===== config.mk =====
export PLATFORM = sky130hd
export DESIGN_NAME = add_seq_ctrl_flat
export DESIGN_NICKNAME = d
export VERILOG_FILES = /design/src/rtl/add_seq_ctrl_if.sv /design/src/rtl/add_seq_ctrl.sv /design/src/flat_wrapper.sv
export SDC_FILE = /design/constraint.sdc
export NUM_CORES = 1
export LEC_CHECK = 0
export CAP_MARGIN = 20
export CORE_AREA = 3 3 40 42
export CTS_BUF_LIST = sky130_fd_sc_hd__clkbuf_4
export CTS_CLUSTER_DIAMETER = 100
export DETAILED_ROUTE_END_ITERATION = 7
export DIE_AREA = 0 0 43 45
export GPL_TIMING_DRIVEN = 0
export HOLD_SLACK_MARGIN = 0.15
export PLACE_DENSITY = 0.94
export SETUP_SLACK_MARGIN = 0.5
export SLEW_MARGIN = 5
export SYNTH_ARGS = -nofsm -noshare
export SYNTH_HDL_FRONTEND = slang
export SYNTH_SLANG_ARGS = --single-unit

===== constraint.sdc =====
create_clock -name CLK -period 3 [get_ports CLK]
set_input_delay 0.6 -clock CLK [delete_from_list [all_inputs] [get_ports CLK]]
set_output_delay 0.6 -clock CLK [all_outputs]
set_load 0.1 [all_outputs]

===== src/rtl/add_seq_ctrl_if.sv =====
// Control bundle between the host/test FSM, the add-sequence controller and
// the datapath select/enable inputs.
interface add_seq_ctrl_if #(
  parameter int CNT_W = 4
);
  logic             start;
  logic [CNT_W-1:0] iter;
  logic             busy;
  logic             done;
  logic [CNT_W-1:0] cnt;
  logic             enx;
  logic             eny;
  logic             enz;
  logic             sa;
  logic             sb;
  logic             sy;
  logic             sc;

  modport master (
    output start, iter,
    input  busy, done, cnt, enx, eny, enz, sa, sb, sy, sc
  );

  modport slave (
    input  start, iter,
    output busy, done, cnt, enx, eny, enz, sa, sb, sy, sc
  );
endinterface


===== src/rtl/add_seq_ctrl.sv =====
// Sequencer for the 6-bit three-register add datapath:
// X <= a+b, Y <= X+3, N times X <= X+Y, then present X+Y and pulse done.
module add_seq_ctrl #(
  parameter int CNT_W = 4
) (
  input  logic          CLK,
  input  logic          RSTn,
  add_seq_ctrl_if.slave bus
);

  typedef enum logic [2:0] {
    S_IDLE = 3'd0,
    S_LDX  = 3'd1,
    S_LDY  = 3'd2,
    S_ACC  = 3'd3,
    S_OUT  = 3'd4
  } state_e;

  // Control word layout: {busy, done, enx, eny, enz, sa, sb, sy}
  function automatic logic [7:0] decode(input state_e s);
    logic [7:0] w;
    case (s)
      S_IDLE:  w = 8'b0000_0000;
      S_LDX:   w = 8'b1010_0110;
      S_LDY:   w = 8'b1001_0000;
      S_ACC:   w = 8'b1010_0001;
      S_OUT:   w = 8'b1100_1001;
      default: w = 8'b0000_0000;
    endcase
    return w;
  endfunction

  state_e           state_q, state_d;
  logic [CNT_W-1:0] cnt_q, cnt_d;
  logic [7:0]       ctrl_q, ctrl_d;

  // Next state, step counter and the control word for the state being entered
  always_comb begin
    state_d = state_q;
    cnt_d   = cnt_q;
    case (state_q)
      S_IDLE: begin
        if (bus.start) begin
          state_d = S_LDX;
          cnt_d   = bus.iter;
        end else begin
          state_d = S_IDLE;
        end
      end
      S_LDX: state_d = S_LDY;
      S_LDY: begin
        if (cnt_q != {CNT_W{1'b0}}) begin
          state_d = S_ACC;
        end else begin
          state_d = S_OUT;
        end
      end
      S_ACC: begin
        // ACC is only entered with a non-zero count, the guard keeps it from wrapping
        if (cnt_q != {CNT_W{1'b0}}) begin
          cnt_d = cnt_q - CNT_W'(1);
        end else begin
          cnt_d = cnt_q;
        end
        if (cnt_q <= CNT_W'(1)) begin
          state_d = S_OUT;
        end else begin
          state_d = S_ACC;
        end
      end
      S_OUT:   state_d = S_IDLE;
      default: state_d = S_IDLE;
    endcase
    // Decoding the next state keeps outputs flopped yet aligned with state_q
    ctrl_d = decode(state_d);
  end

  // State, counter and control-word registers
  always_ff @(posedge CLK or negedge RSTn) begin
    if (!RSTn) begin
      state_q <= S_IDLE;
      cnt_q   <= {CNT_W{1'b0}};
      ctrl_q  <= 8'b0000_0000;
    end else begin
      state_q <= state_d;
      cnt_q   <= cnt_d;
      ctrl_q  <= ctrl_d;
    end
  end

  assign bus.busy = ctrl_q[7];
  assign bus.done = ctrl_q[6];
  assign bus.enx  = ctrl_q[5];
  assign bus.eny  = ctrl_q[4];
  assign bus.enz  = ctrl_q[3];
  assign bus.sa   = ctrl_q[2];
  assign bus.sb   = ctrl_q[1];
  assign bus.sy   = ctrl_q[0];
  assign bus.sc   = 1'b0;
  assign bus.cnt  = cnt_q;

endmodule


===== src/flat_wrapper.sv =====
// flat-port wrapper written by rule: the top's interface ports become plain ports
module add_seq_ctrl_flat 
#(
  parameter int CNT_W = 4
)
  (CLK, RSTn, bus_start, bus_iter, bus_busy, bus_done, bus_cnt, bus_enx, bus_eny, bus_enz, bus_sa, bus_sb, bus_sy, bus_sc);
  add_seq_ctrl_if #(.CNT_W(CNT_W)) bus_i ();
  input  logic CLK;
  input  logic RSTn;
  input wire logic [$bits(bus_i.start)-1:0] bus_start;
  input wire logic [$bits(bus_i.iter)-1:0] bus_iter;
  output wire logic [$bits(bus_i.busy)-1:0] bus_busy;
  output wire logic [$bits(bus_i.done)-1:0] bus_done;
  output wire logic [$bits(bus_i.cnt)-1:0] bus_cnt;
  output wire logic [$bits(bus_i.enx)-1:0] bus_enx;
  output wire logic [$bits(bus_i.eny)-1:0] bus_eny;
  output wire logic [$bits(bus_i.enz)-1:0] bus_enz;
  output wire logic [$bits(bus_i.sa)-1:0] bus_sa;
  output wire logic [$bits(bus_i.sb)-1:0] bus_sb;
  output wire logic [$bits(bus_i.sy)-1:0] bus_sy;
  output wire logic [$bits(bus_i.sc)-1:0] bus_sc;
  assign bus_i.start = bus_start;
  assign bus_i.iter = bus_iter;
  assign bus_busy = bus_i.busy;
  assign bus_done = bus_i.done;
  assign bus_cnt = bus_i.cnt;
  assign bus_enx = bus_i.enx;
  assign bus_eny = bus_i.eny;
  assign bus_enz = bus_i.enz;
  assign bus_sa = bus_i.sa;
  assign bus_sb = bus_i.sb;
  assign bus_sy = bus_i.sy;
  assign bus_sc = bus_i.sc;
  add_seq_ctrl #(.CNT_W(CNT_W)) u_core (.CLK(CLK), .RSTn(RSTn), .bus(bus_i));
endmodule

==> metrics <==
status=completed; row count=13; Synth top area share=between 50% and 60%; Antenna Diode Count=0; critical path data arrival time=1.81 ns; #FFs+latches synth=13; relative slew slack=34.3%; Worst Setup Slack post-DPL=between 0.7 and 0.8 ns; layout cells sized above 1=between 10% and 20%; Routed WL=between 1000 and 1500 um; GPL Wtd Cong=~0.84; Slew Limit Fails=0; Post-DP HPWL=approximately 970 um; Max-Cap Viols=0; largest net degree at the start of global routing=14; Mapped Cells=slightly below 60; vias in the first global route=470; CTS sink count=13; DRC errors left=0; setup slack after layout=between 0.5 and 0.6 ns; total CTS buffers=3; Worst setup SP type=flip-flop; R2R Setup Slk=~1.2 ns; Syn-to-layout area delta=37.1%; Main synth FF type=dfrtp_1; Post-synth EDFFs=0; final worst clock skew=between 0.006 and 0.007 ns; Buffers on Ports=18; Critical Path Max Stage Delay=1.14 ns; Highest Clock Rate=around 420 MHz; insertion delay of the later-clocked pin in the worst-skew pair=about 0.28 ns; wire per inst=between 10 and 15 um; dpl cell area=between 800 and 900 um^2; Vias=497; Final min period=around 2.4 ns; CP Cell Sequence=clkdlybuf4s50_1; Final Hold Fails=0; vias per cell=~5.2; final worst-path cycle share=between 80% and 90%; Crit Path Class=reg2out; RSZ-0062 raised after global routing=no; first-pass GRT wire length=2120 um; Syn Nets=68; Post-Syn Area per Cell=10.9 um^2; CTS H-tree lvls=1; I/O pin cnt=20; postcts setup bufs=0; Worst Path Required=about 2.4 ns; critical path peak fanout=3; Antenna Nets Post-Route=0; Initial Util=between 40% and 50%; synth warn=0; Horiz. Die Dim=43 um; CP Capture Type=output port; fillers=about 100; Setup TNS=0 ns; aggregate global routing overflow=0; CP Buf/Inv Count=1; Least-Margin Pin Slew=between 0.9 and 1 ns; largest area contributor in the netlist=dfrtp_1; register area share after synthesis=51.3%; Unique masters post-synth=27; delay-heaviest family, CP=buffers and inverters; clock buffer depth=2; initial antenna violation count=0; Synth area leaders=dfrtp_1, ha_1, buf_4; FFs w/ async S/R, synth=between 90% and 100%; CTS tree=yes; CP max stage cell=clkdlybuf4s50_1; HP Class=reg2reg; fin area=870 um^2; post-synthesis cell area=634 um^2; clk root buf=clkbuf_4; die footprint=between 1500 and 2000 um^2; core area=between 1000 and 1500 um^2; Total Routing Usage GR=roughly 15%; most frequent cells in the layout=clkdlybuf4s50_1, dfrtp_1, nor2_1; number of nets in the layout=91; Initial DRT Pass Iterations=4; initial DRC count=15; # setup viols final=0; Clk pin slew, worst setup/hold paths=approximately 0.09 ns; DIE HEIGHT=45 um
## per-stage QoR
step | hold slack [ns] | instances | util [%]
floorplan | 0.304 | 58 | -
global placement | 0.487 | 91 | 64.8
detailed placement | 0.500 | 91 | 64.8
CTS | 0.509 | 95 | 66.9
global route | 0.542 | 95 | 67.7
finish | 0.508 | 95 | 67.7
## layer usage
layer / track usage [%] / vias to the layer above / share of wire [%]
met5: 0 / - / 0
met4: 10.8 / 0 / 1.5
met3: 2.39 / 2 / 3.8
met2: 25.4 / 11 / 53
met1: 18.2 / 245 / 41
li1: - / 239 / -
## sequential cells by signal, summed over array words and instances (netlist names)
register and cells:
u_core.ctrl_q 6, u_core.state_q 3, u_core.bus.cnt 4
## final timing paths
kind / from / endpoint / cells after the start
worst max-delay path: u_core.bus.cnt[1] / bus_cnt[1] / 1
worst min-delay path: u_core.state_q[2] / u_core.ctrl_q[4] / 1
worst max register to register: u_core.bus.cnt[1] / u_core.state_q[2] / 5
worst min register to register: u_core.state_q[2] / u_core.ctrl_q[4] / 1
max in group asynchronous: RSTn / u_core.bus.cnt[3] / 1
min in group asynchronous: RSTn / u_core.bus.cnt[1] / 1
## synth_stat cells (all sizes together), types with 2 or more instances
cell type and count:
and2 3, buf 4, o21ai 3, nand2 2, nor2 6, inv 5
dfrtp 13, nor3 2, a311oi 2, a21oi 2, ha 3
## layout make-up
type	count	area, um^2	share of cell area, %
repair buffers	18	189	21.7
flip-flops and latches	13	325	37.4
clock buffers	3	22.5	2.59
clock inverters	1	5.00	0.576
inverters	6	27.5	3.17
multi-input cells	35	254	29.2
well taps	15	18.8	2.16
plain buffers	4	27.5	3.17
## cells by family (layout without fill, tap and decap cells)
kind of cell             Yosys count  in the layout  share of synthesized area [%]
AND/OR/NAND/NOR                   19             19                           17.0
AO/OA/AOI/OAI                     12             12                           16.6
adder cells (fa/ha/maj)            3              3                           5.92
flip-flops                        13             13                           51.3
other                              1              1                          0.591
buffers and inverters             10             32                           8.68
## worst reg2reg max path, delay by kind of cell, from the launching register on
kind	cells	cell delay, ns
compound gates	1	0.67
flops	1	0.40
fa+ha+maj	1	0.23
simple gates	2	0.31
buf+inv	1	0.14
## repair_timing
| item | 4_1_cts | 5_1_grt |
|---|---|---|
| endpoints found under the setup margin | 1 | 4 |
| pin swaps | 0 | 0 |
| resized for setup | 1 | 4 |
| hold buffers | 0 | 0 |
Power is not shown: default switching activity piles up to over one toggle a cycle in this logic, so the estimate is an artifact.
